## config.mk

```make
export PLATFORM = sky130hd
export DESIGN_NAME = rect_fill_engine_flat
export DESIGN_NICKNAME = d
export VERILOG_FILES = /design/src/rtl/rect_fill_pkg.sv /design/src/rtl/rect_fill_if.sv /design/src/rtl/rect_cursor.sv /design/src/rtl/rect_fill_engine.sv /design/src/flat_wrapper.sv
export SDC_FILE = /design/constraint.sdc
export NUM_CORES = 1
export LEC_CHECK = 0
export CORE_ASPECT_RATIO = 1.1
export CORE_MARGIN = 2
export CORE_UTILIZATION = 47
export DETAILED_ROUTE_END_ITERATION = 7
export PLACE_DENSITY = 0.77
export SYNTH_ARGS = -nofsm -noshare
export SYNTH_HDL_FRONTEND = slang
export SYNTH_SLANG_ARGS = --single-unit
```

## constraint.sdc

```tcl
create_clock -name clk -period 3.92 [get_ports clk]
set_input_delay 0.784 -clock clk [delete_from_list [all_inputs] [get_ports clk]]
set_output_delay 0.784 -clock clk [all_outputs]
set_load 0.02 [all_outputs]
```

## src/rtl/rect_fill_pkg.sv

```systemverilog
// rect_fill shared types: FSM states, command modes, latched command.
// Coordinates are held at XY_W bits so clip sums never wrap.
package rect_fill_pkg;

  localparam int XY_W = 16;
  localparam int COLOR_W = 16;

  localparam logic MODE_FILL = 1'b0;
  localparam logic MODE_XOR = 1'b1;

  typedef enum logic [2:0] {
    IDLE,
    CLIP,
    FILL,
    XRD,
    XWR,
    DONE
  } state_t;

  typedef logic [XY_W-1:0] coord_t;

  typedef struct packed {
    coord_t x0;
    coord_t y0;
    coord_t w;
    coord_t h;
    logic [COLOR_W-1:0] color;
    logic mode;
  } rect_cmd_t;

  function automatic logic [XY_W:0] clip_end(
    input coord_t org,
    input coord_t len,
    input int lim
  );
    logic [XY_W:0] sum;
    logic [XY_W:0] cap;
    sum = {1'b0, org} + {1'b0, len};
    cap = (XY_W+1)'(lim);
    return (sum > cap) ? cap : sum;
  endfunction

endpackage

```

## src/rtl/rect_fill_if.sv

```systemverilog
// Command handshake between the core and the rectangle fill engine.
// master = command sender, slave = engine.
interface rect_fill_if #(
  parameter int X_BITS = 9,
  parameter int Y_BITS = 8,
  parameter int COLOR_BITS = 3
);

  logic                  cmd_valid;
  logic                  cmd_ready;
  logic [X_BITS-1:0]     cmd_x0;
  logic [X_BITS-1:0]     cmd_w;
  logic [Y_BITS-1:0]     cmd_y0;
  logic [Y_BITS-1:0]     cmd_h;
  logic [COLOR_BITS-1:0] cmd_color;
  logic                  cmd_mode;

  modport master (
    output cmd_valid, cmd_x0, cmd_w,
    output cmd_y0, cmd_h, cmd_color, cmd_mode,
    input  cmd_ready
  );

  modport slave (
    input  cmd_valid, cmd_x0, cmd_w,
    input  cmd_y0, cmd_h, cmd_color, cmd_mode,
    output cmd_ready
  );

endinterface

```

## src/rtl/rect_cursor.sv

```systemverilog
// Raster cursor over a clipped rectangle: load, advance, last-pixel flag.
// Row wrap returns x to the left edge and steps y.
module rect_cursor
  import rect_fill_pkg::*;
#(
  parameter int X_BITS = 9,
  parameter int Y_BITS = 8
) (
  input  logic              clk,
  input  logic              reset,
  input  logic              load,
  input  logic              adv,
  input  logic [X_BITS-1:0] x0,
  input  logic [Y_BITS-1:0] y0,
  input  logic [XY_W:0]     x_end,
  input  logic [XY_W:0]     y_end,
  output logic [X_BITS-1:0] x,
  output logic [Y_BITS-1:0] y,
  output logic              last
);

  logic [XY_W:0] x_nx;
  logic [XY_W:0] y_nx;
  logic          row_end;

  assign x_nx = (XY_W+1)'(x) + (XY_W+1)'(1);
  assign y_nx = (XY_W+1)'(y) + (XY_W+1)'(1);
  assign row_end = (x_nx == x_end);
  assign last = row_end && (y_nx == y_end);

  always_ff @(posedge clk) begin
    if (reset) begin
      x <= '0;
      y <= '0;
    end else if (load) begin
      x <= x0;
      y <= y0;
    end else if (adv) begin
      if (row_end) begin
        x <= x0;
        y <= y + Y_BITS'(1);
      end else begin
        x <= x + X_BITS'(1);
      end
    end
  end

endmodule

```

## src/rtl/rect_fill_engine.sv

```systemverilog
// Rectangle fill engine: clips a command to the canvas, walks it in raster order.
// Define RECT_FILL_XOR_EN to build the read-modify-write XOR mode.
module rect_fill_engine
  import rect_fill_pkg::*;
#(
  parameter int IMAGE_WIDTH  = 320,
  parameter int IMAGE_HEIGHT = 240,
  parameter int COLOR_BITS   = 3,
  parameter int X_BITS       = 9,
  parameter int Y_BITS       = 8
) (
  input  logic                     clk,
  input  logic                     reset,
  rect_fill_if.slave               cmd,
  output logic                     wr_en,
  output logic [X_BITS-1:0]        wr_x,
  output logic [Y_BITS-1:0]        wr_y,
  output logic [COLOR_BITS-1:0]    wr_data,
  output logic [X_BITS-1:0]        rd_x,
  output logic [Y_BITS-1:0]        rd_y,
  input  logic [COLOR_BITS-1:0]    rd_data,
  output logic                     busy,
  output logic                     done,
  output logic [X_BITS+Y_BITS-1:0] pixel_count
);

  state_t state_q;
  state_t state_d;
  rect_cmd_t cmd_q;

  logic                  accept;
  logic                  empty;
  logic                  last;
  logic                  load;
  logic [XY_W:0]         x_end;
  logic [XY_W:0]         y_end;
  logic [X_BITS-1:0]     cur_x;
  logic [Y_BITS-1:0]     cur_y;
  logic [COLOR_BITS-1:0] color;
  logic                  unused_bits;

  assign accept = cmd.cmd_valid && cmd.cmd_ready;
  assign color = cmd_q.color[COLOR_BITS-1:0];
  assign x_end = clip_end(cmd_q.x0, cmd_q.w, IMAGE_WIDTH);
  assign y_end = clip_end(cmd_q.y0, cmd_q.h, IMAGE_HEIGHT);

  assign empty = (cmd_q.w == '0) || (cmd_q.h == '0)
    || ({1'b0, cmd_q.x0} >= (XY_W+1)'(IMAGE_WIDTH))
    || ({1'b0, cmd_q.y0} >= (XY_W+1)'(IMAGE_HEIGHT));

  always_ff @(posedge clk) begin
    if (reset) begin
      cmd_q <= '0;
    end else if (accept) begin
      cmd_q.x0 <= XY_W'(cmd.cmd_x0);
      cmd_q.y0 <= XY_W'(cmd.cmd_y0);
      cmd_q.w <= XY_W'(cmd.cmd_w);
      cmd_q.h <= XY_W'(cmd.cmd_h);
      cmd_q.color <= COLOR_W'(cmd.cmd_color);
`ifdef RECT_FILL_XOR_EN
      cmd_q.mode <= cmd.cmd_mode;
`else
      cmd_q.mode <= MODE_FILL;
`endif
    end
  end

  always_ff @(posedge clk) begin
    if (reset) state_q <= IDLE;
    else state_q <= state_d;
  end

  always_comb begin
    state_d = state_q;
    unique case (state_q)
      IDLE: if (cmd.cmd_valid) state_d = CLIP;
      CLIP: begin
        state_d = empty ? DONE : FILL;
`ifdef RECT_FILL_XOR_EN
        if (!empty && cmd_q.mode == MODE_XOR)
          state_d = XRD;
`endif
      end
      FILL: if (last) state_d = DONE;
`ifdef RECT_FILL_XOR_EN
      XRD: state_d = XWR;
      XWR: state_d = last ? DONE : XRD;
`endif
      DONE: state_d = IDLE;
      default: state_d = IDLE;
    endcase
  end

  assign load = (state_q == CLIP);
  assign wr_en = (state_q == FILL) || (state_q == XWR);
  assign busy = (state_q != IDLE);
  assign cmd.cmd_ready = (state_q == IDLE);
  assign done = (state_q == DONE);
  assign wr_x = cur_x;
  assign wr_y = cur_y;

  always_comb begin
    wr_data = '0;
    unique case (1'b1)
      (state_q == FILL): wr_data = color;
`ifdef RECT_FILL_XOR_EN
      (state_q == XWR): wr_data = rd_data ^ color;
`endif
      default: wr_data = '0;
    endcase
  end

`ifdef RECT_FILL_XOR_EN
  assign rd_x = cur_x;
  assign rd_y = cur_y;
  assign unused_bits = ^{cmd_q.color, cmd_q.mode};
`else
  assign rd_x = '0;
  assign rd_y = '0;
  assign unused_bits = ^{cmd_q.color, cmd_q.mode, rd_data, cmd.cmd_mode};
`endif

  // count is per command: cleared on entry to CLIP, held after DONE
  always_ff @(posedge clk) begin
    if (reset) pixel_count <= '0;
    else if (load) pixel_count <= '0;
    else if (wr_en) pixel_count <= pixel_count + (X_BITS+Y_BITS)'(1);
  end

  rect_cursor #(
    .X_BITS(X_BITS),
    .Y_BITS(Y_BITS)
  ) u_cursor (
    .clk   (clk),
    .reset (reset),
    .load  (load),
    .adv   (wr_en),
    .x0    (cmd_q.x0[X_BITS-1:0]),
    .y0    (cmd_q.y0[Y_BITS-1:0]),
    .x_end (x_end),
    .y_end (y_end),
    .x     (cur_x),
    .y     (cur_y),
    .last  (last)
  );

endmodule

```

## src/flat_wrapper.sv

```systemverilog
// flat-port wrapper written by rule: the top's interface ports become plain ports
module rect_fill_engine_flat import rect_fill_pkg::*;
#(
  parameter int IMAGE_WIDTH  = 320,
  parameter int IMAGE_HEIGHT = 240,
  parameter int COLOR_BITS   = 3,
  parameter int X_BITS       = 9,
  parameter int Y_BITS       = 8
)
  (clk, reset, wr_en, wr_x, wr_y, wr_data, rd_x, rd_y, rd_data, busy, done, pixel_count, cmd_cmd_valid, cmd_cmd_x0, cmd_cmd_w, cmd_cmd_y0, cmd_cmd_h, cmd_cmd_color, cmd_cmd_mode, cmd_cmd_ready);
  rect_fill_if #(.X_BITS(X_BITS), .Y_BITS(Y_BITS), .COLOR_BITS(COLOR_BITS)) cmd_i ();
  input  logic clk;
  input  logic reset;
  output logic wr_en;
  output logic [X_BITS-1:0] wr_x;
  output logic [Y_BITS-1:0] wr_y;
  output logic [COLOR_BITS-1:0] wr_data;
  output logic [X_BITS-1:0] rd_x;
  output logic [Y_BITS-1:0] rd_y;
  input  logic [COLOR_BITS-1:0] rd_data;
  output logic busy;
  output logic done;
  output logic [X_BITS+Y_BITS-1:0] pixel_count;
  input wire logic [$bits(cmd_i.cmd_valid)-1:0] cmd_cmd_valid;
  input wire logic [$bits(cmd_i.cmd_x0)-1:0] cmd_cmd_x0;
  input wire logic [$bits(cmd_i.cmd_w)-1:0] cmd_cmd_w;
  input wire logic [$bits(cmd_i.cmd_y0)-1:0] cmd_cmd_y0;
  input wire logic [$bits(cmd_i.cmd_h)-1:0] cmd_cmd_h;
  input wire logic [$bits(cmd_i.cmd_color)-1:0] cmd_cmd_color;
  input wire logic [$bits(cmd_i.cmd_mode)-1:0] cmd_cmd_mode;
  output wire logic [$bits(cmd_i.cmd_ready)-1:0] cmd_cmd_ready;
  assign cmd_i.cmd_valid = cmd_cmd_valid;
  assign cmd_i.cmd_x0 = cmd_cmd_x0;
  assign cmd_i.cmd_w = cmd_cmd_w;
  assign cmd_i.cmd_y0 = cmd_cmd_y0;
  assign cmd_i.cmd_h = cmd_cmd_h;
  assign cmd_i.cmd_color = cmd_cmd_color;
  assign cmd_i.cmd_mode = cmd_cmd_mode;
  assign cmd_cmd_ready = cmd_i.cmd_ready;
  rect_fill_engine #(.IMAGE_WIDTH(IMAGE_WIDTH), .IMAGE_HEIGHT(IMAGE_HEIGHT), .COLOR_BITS(COLOR_BITS), .X_BITS(X_BITS), .Y_BITS(Y_BITS)) u_core (.clk(clk), .reset(reset), .cmd(cmd_i), .wr_en(wr_en), .wr_x(wr_x), .wr_y(wr_y), .wr_data(wr_data), .rd_x(rd_x), .rd_y(rd_y), .rd_data(rd_data), .busy(busy), .done(done), .pixel_count(pixel_count));
endmodule
```

=== Word level (Yosys, flattened, before mapping) ===
Index checks and enable logic that the tools add are counted.

* Output and inout bits: 58
* Bits of input ports: 44
* Register bits: 74

* Order comparisons: 4
* Reduce and logical (&&, ||, !) cells: 15
* Muxes and demuxes: 13
* Equal/unequal tests: 8
* Add/subtract/negate cells: 7

{| class="wikitable"
|+ Operators by type and width
! operator !! count
|-
| $mux W17 || 2
|-
| $logic_not A16 Y1 || 2
|-
| $mux W9 || 3
|-
| $mux W8 || 3
|-
| $add A17 B1 Y17 const B || 1
|-
| $eq A17 B17 Y1 || 1
|-
| $eq A9 B17 Y1 || 1
|-
| $gt A17 B8 Y1 const B || 1
|-
| $gt A17 B9 Y1 const B || 1
|-
| $mux W3 || 4
|-
| $add A9 B1 Y10 const B || 1
|-
| $add A9 B9 Y10 || 1
|-
| $add A8 B1 Y9 const B || 1
|-
| $add A8 B8 Y9 || 1
|-
| $add A9 B1 Y9 const B || 1
|-
| $ge A9 B9 Y1 const B || 1
|-
| $pmux W3 S3 || 1
|-
| $add A8 B1 Y8 const B || 1
|-
| $ge A8 B8 Y1 const B || 1
|-
| $eq A3 B3 Y1 const B || 2
|-
| $logic_or A1 B1 Y1 || 4
|-
| $reduce_and A2 Y1 || 2
|-
| $reduce_bool A2 Y1 || 2
|-
| $eq A3 B1 Y1 const B || 1
|-
| 7 further kinds || 8
|}

=== Longest topological paths before layout ===
Gate-level depths: netlist of run 1.

* Depth in word-level cells: 7
* Depth in mapped cells: 14
* Gate-level depth less buffers: 13

=== Modules after synthesis ===
A second synthesis of run 1 with hierarchy kept.

* Cell total of the unflattened synthesis: 628
* Area total of the unflattened synthesis: 5003.5 µm²

{| class="wikitable"
|+ By module, submodules not included
! module !! area each (µm²) !! cells each !! times used
|-
| rect_fill_engine || 3375.7 || 426 || 1
|-
| rect_cursor || 1627.8 || 202 || 1
|}

=== Least setup slack after synthesis of run 1 ===
No wires, ideal clock.

* Path kind: register to register
* From: register, netlist name u_core.cmd_q[65]
* To: register u_core.u_cursor.y[6]
* Arrival time: 3.698 ns
* Library setup time: 0.091 ns
* Path buffers: 1
* Setup slack: 0.131 ns
* Cell stages (with the launch flop): 15
* Path through: dfxtp_1 -> ha_1 -> inv_1 -> fa_1 -> nor2b_1 -> o22a_2 -> xor2_1 -> or4_4 -> a211oi_4 -> o21ai_2 -> a2111oi_4 -> nand4_4 -> buf_6 -> or3_1 -> a311oi_1

* Longest elaborated chain between the ends: 6

{| class="wikitable"
|+ Ends and longest elaborated chain
! element !! line !! RTL
|-
| $add A9 B9 Y10 (*) || rect_fill_pkg.sv:38 || <nowiki>sum = {1'b0, org} + {1'b0, len};</nowiki>
|-
| $gt A17 B9 Y1 || rect_fill_pkg.sv:40 || <nowiki>return (sum > cap) ? cap : sum;</nowiki>
|-
| $mux W17 (*) || rect_fill_pkg.sv:40 ||
|-
| $eq A17 B17 Y1 (*) || rect_cursor.sv:28 || <nowiki>assign row_end = (x_nx == x_end);</nowiki>
|-
| $reduce_bool A2 Y1 (no source line) (*) || -- ||
|-
| $reduce_and A2 Y1 (no source line) (*) || -- ||
|-
| end signal: assignment || rect_cursor.sv:37 || <nowiki>y <= y0;</nowiki>
|-
| end signal: assignment || rect_cursor.sv:41 || <nowiki>y <= y + Y_BITS'(1);</nowiki>
|-
| end: declaration || rect_cursor.sv:18 || <nowiki>output logic [Y_BITS-1:0] y,</nowiki>
|}

Every way passes the cells marked *; elsewhere a longest branch is shown, timed or not.
A chain may end at the register's enable or synchronous reset.

=== Final worst setup path of run 1 ===
* From: register u_core.cmd_q[33] in the netlist's numbering
* To: register u_core.u_cursor.y[3]

* Longest elaborated chain between the ends: 6

{| class="wikitable"
|+ Ends and longest elaborated chain
! element !! line !! RTL
|-
| start: declaration || rect_fill_engine.sv:29 || <nowiki>rect_cmd_t cmd_q;</nowiki>
|-
| $add A9 B9 Y10 (*) || rect_fill_pkg.sv:38 ||
|-
| $gt A17 B9 Y1 || rect_fill_pkg.sv:40 ||
|-
| $mux W17 (*) || rect_fill_pkg.sv:40 ||
|-
| $eq A17 B17 Y1 (*) || rect_cursor.sv:28 ||
|-
| $reduce_bool A2 Y1 (no source line) (*) || -- ||
|-
| $reduce_and A2 Y1 (no source line) (*) || -- ||
|}

Marks and branches as above.

==> results by group, run 1 <==
Power and ir drop
  • Power Dens Cells: 555 nW/um^2
  • Leakage: 2.32 nW
  • Peak VDD IR: 0.281 mV

Route
  • Vias/cell: 5.76
  • Average wire per standard cell: 16.1 microns
  • TritonRoute pass-1 iters: 5
  • Via count: 4819
  • Residual DRC: 0
  • DRT Wirelength: 13400 microns
  • Routed Antenna Nets: 0
  • Drt first-iter violations: 295

Global routing
  • GR Overflow Total: 0
  • Initial antenna violation count: 0
  • Pin count of the biggest net entering global routing: 55
  • Vias in the first global route: 4530
  • GRT Util Overall: 0.239
  • Global-route wire length before repair: 21900 microns

Timing
  • Setup-failing EPs final: 0
  • Final min period: 3760 ps
  • Worst slew pin tran: 1130 ps
  • Final worst path period share: 0.960
  • Rel. slew slack: 0.247
  • Fin. Hold Viols: 0
  • Setup TNS: 0 ps
  • Slew Limit Fails: 0
  • Max Clk Rate: 0.266 GHz
  • Worst Skew: 10.2 ps

Clocking
  • # clock sinks: 74
  • CTS root buf: clkbuf_8
  • Worst-case clock buffer depth: 2
  • Cts bufs inserted: 9
  • Hold Buf Count CTS: 0
  • Clock transition at the registers of the reported paths: 80 ps
  • Max H-tree Level: 3
  • Worst-skew pair later-pin latency: 350 ps
  • CTS tree: yes

Critical path
  • Setup slack, reg-to-reg: 160 ps
  • Critical Path Start: u_core.cmd_q[33]$_SDFFE_PP0P_
  • Type of origin of the critical path: flop
  • R2r startpoint: u_core.cmd_q[33]$_SDFFE_PP0P_
  • Worst R2R Path Depth: 14
  • Reg-to-Reg End: u_core.u_cursor.y[3]$_SDFFE_PP0P_
  • Worst path slowest cell: or4_4
  • Worst endpoint required time: 4170 ps
  • CP Max Fanout: 8
  • CP cell instances: ha_1 > inv_1 > fa_1 > nor2b_2 > o22a_2 > xor2_1 > or4_4 > a211oi_4 > o21ai_2 > a2111oi_4 > buf_6 > nand4_4 > or3_1 > a311oi_2
  • Crit-path max cell delay: 560 ps
  • Crit path kind: reg -> reg
  • Data arrival time of the worst path: 4020 ps
  • Crit. End Element: flop

Cells and area
  • Synth-to-layout area growth: 23.6%
  • Fraction of layout cells with a size suffix above 1: 0.106
  • Final non-filler cell total: 836
  • Final core occ: 0.601
  • Most common cell after layout, fill and taps aside: nand2_1
  • Commonest non-fill, non-tap cells in the layout: 107 x nand2_1, 79 x clkdlybuf4s50_1, 74 x dfxtp_1
  • Layout Nets: 777
  • Diode count: 0

Placement
  • GPL Wtd Cong: 0.912
  • Port bufs: 80
  • Post-placement cell count: 817
  • Post-DP HPWL: 9890 microns

Die
  • Number of top-level pins: 102
  • Die H: 111 microns
  • Initial Util: 0.487
  • Core Footprint: 9980 sq um
  • Die width: 101 microns
  • FP Rows: 38
  • Die area: 11200 sq um

Synth
  • Synthesized flop and latch total: 74
  • Synth Cell Area: 4860 sq um
  • Synth Warn #: 0
  • Unique masters post-synth: 80
  • Post-synth top flop: dfxtp_1
  • Synthesized instance count: 619
  • Sequential fraction of the synthesis area: 0.305
  • Mapped Avg Cell Area: 7.85 sq um
  • EDFF count, synth: 0
  • Ys async rst share: 0

Worst hold path
  • Min-delay worst type: reg -> reg
  • Hold Path Depth: 2
  • Hold endpoint: u_core.cmd_q[3]$_SDFFE_PP0P_
  • Min-delay src: u_core.cmd_q[3]$_SDFFE_PP0P_

Run status
  • Status: finished, final reports clean

Run
  • Max-cap violations: 0
==> sequential cells by signal, indices dropped and copies added (netlist names) <==
register	cells
u_core.cmd_q	37
u_core.pixel_count	17
u_core.u_cursor.x	9
u_core.u_cursor.y	8
u_core.state_q	3
==> cell usage after synthesis (all sizes together) (17+ instances only) <==
cell   count  area share
buf       23       0.036
a21oi     54       0.056
xor2      24       0.043
inv       19       0.015
o21ai     29       0.031
ha        20       0.052
xnor2     17       0.031
dfxtp     74        0.30
nor2      48       0.037
nand3     29       0.031
nand2    107       0.083
==> where the power goes <==
part           internal (mW)  leakage (nW)  switching, mW
registers              0.877         0.604          0.176
logic                  0.747          1.63          0.996
clock network          0.235        0.0879          0.303
total                   1.86          2.32           1.48
==> area by class of cell <==
| type | count | area [sq um] |
|---|---|---|
| Inverter | 19 | 73.8 |
| Timing Repair Buffer | 103 | 972 |
| Clock buffer | 11 | 131 |
| Fill cell | 929 | 3980 |
| Tap cell | 120 | 150 |
| Clock inverter | 5 | 40.0 |
| Sequential cell | 74 | 1480 |
| Multi-Input combinational cell | 504 | 3160 |
==> metrics by stage <==
stage / power (mW) / setup WS (ps) / area, sq um / hold WS [ps]
after detailed placement: 2.69 / 36.2 / 5770 / 444
after CTS: 3.23 / 30.1 / 5940 / 456
after global placement: 2.66 / 128 / 5770 / 438
final: 3.33 / 156 / 6000 / 453
after floorplan: 2.17 / 131 / 4920 / 432
after global routing: 3.55 / -7.51 / 6000 / 480
==> repair_timing <==
| action | CTS | global route |
|---|---|---|
| endpoints found under the hold margin | 0 | 0 |
| buffers inserted | 0 | 2 |
| setup endpoints to repair | 0 | 13 |
| resized for setup | 0 | 8 |
==> worst max path at each step <==
| stage | end | cells past startpoint |
|---|---|---|
| 3_3_place_gp | u_core.u_cursor.y[7]$_SDFFE_PP0P_ | 14 |
| 4_1_cts | u_core.u_cursor.y[3]$_SDFFE_PP0P_ | 14 |
| 6_report | u_core.u_cursor.y[3]$_SDFFE_PP0P_ | 14 |
| 5_1_grt | u_core.u_cursor.y[6]$_SDFFE_PP0P_ | 15 |
| 2_1_floorplan | u_core.u_cursor.y[6]$_SDFFE_PP0P_ | 14 |
| 3_5_place_dp | u_core.u_cursor.y[7]$_SDFFE_PP0P_ | 14 |
==> layer usage <==
metal | vias to the layer above | track usage | wire length (microns)
met3 | 25 | 0.0411 | 648
met5 | - | 0 | 0
met2 | 167 | 0.392 | 6330
met1 | 2258 | 0.316 | 6120
met4 | 0 | 0.0784 | 332
li1 | 2369 | - | -
==> logic make-up after synthesis <==
family          count (synthesis)  synth area share
xor+xnor                       41            0.0739
fa+ha+maj                      22            0.0597
compound gates                153             0.220
mux                             5            0.0111
flops                          74             0.305
buf+inv                        58            0.0677
simple gates                  265             0.261
other cells                     1          0.000772
==> worst max-delay path, delay by kind of cell (launching register included) <==
kind                     cells  cell delay, ps
AO/OA/AOI/OAI                5            1130
XOR/XNOR                     1              90
adder cells (fa/ha/maj)      2             590
buffers and inverters        2             230
flip-flops                   1             360
AND/OR/NAND/NOR              4            1270
(Power assumes the default switching activity.)
==> run 2: changes to the inputs <==
--- a/config.mk
+++ b/config.mk
@@ -9,6 +9,7 @@
 export CORE_MARGIN = 2
 export CORE_UTILIZATION = 47
 export DETAILED_ROUTE_END_ITERATION = 7
+export HOLD_SLACK_MARGIN = 0.1
 export PLACE_DENSITY = 0.77
 export SYNTH_ARGS = -nofsm -noshare
 export SYNTH_HDL_FRONTEND = slang
==> results of run 2 <==
Same layout as run 1: the final DEF is identical, and so are final timing and power.
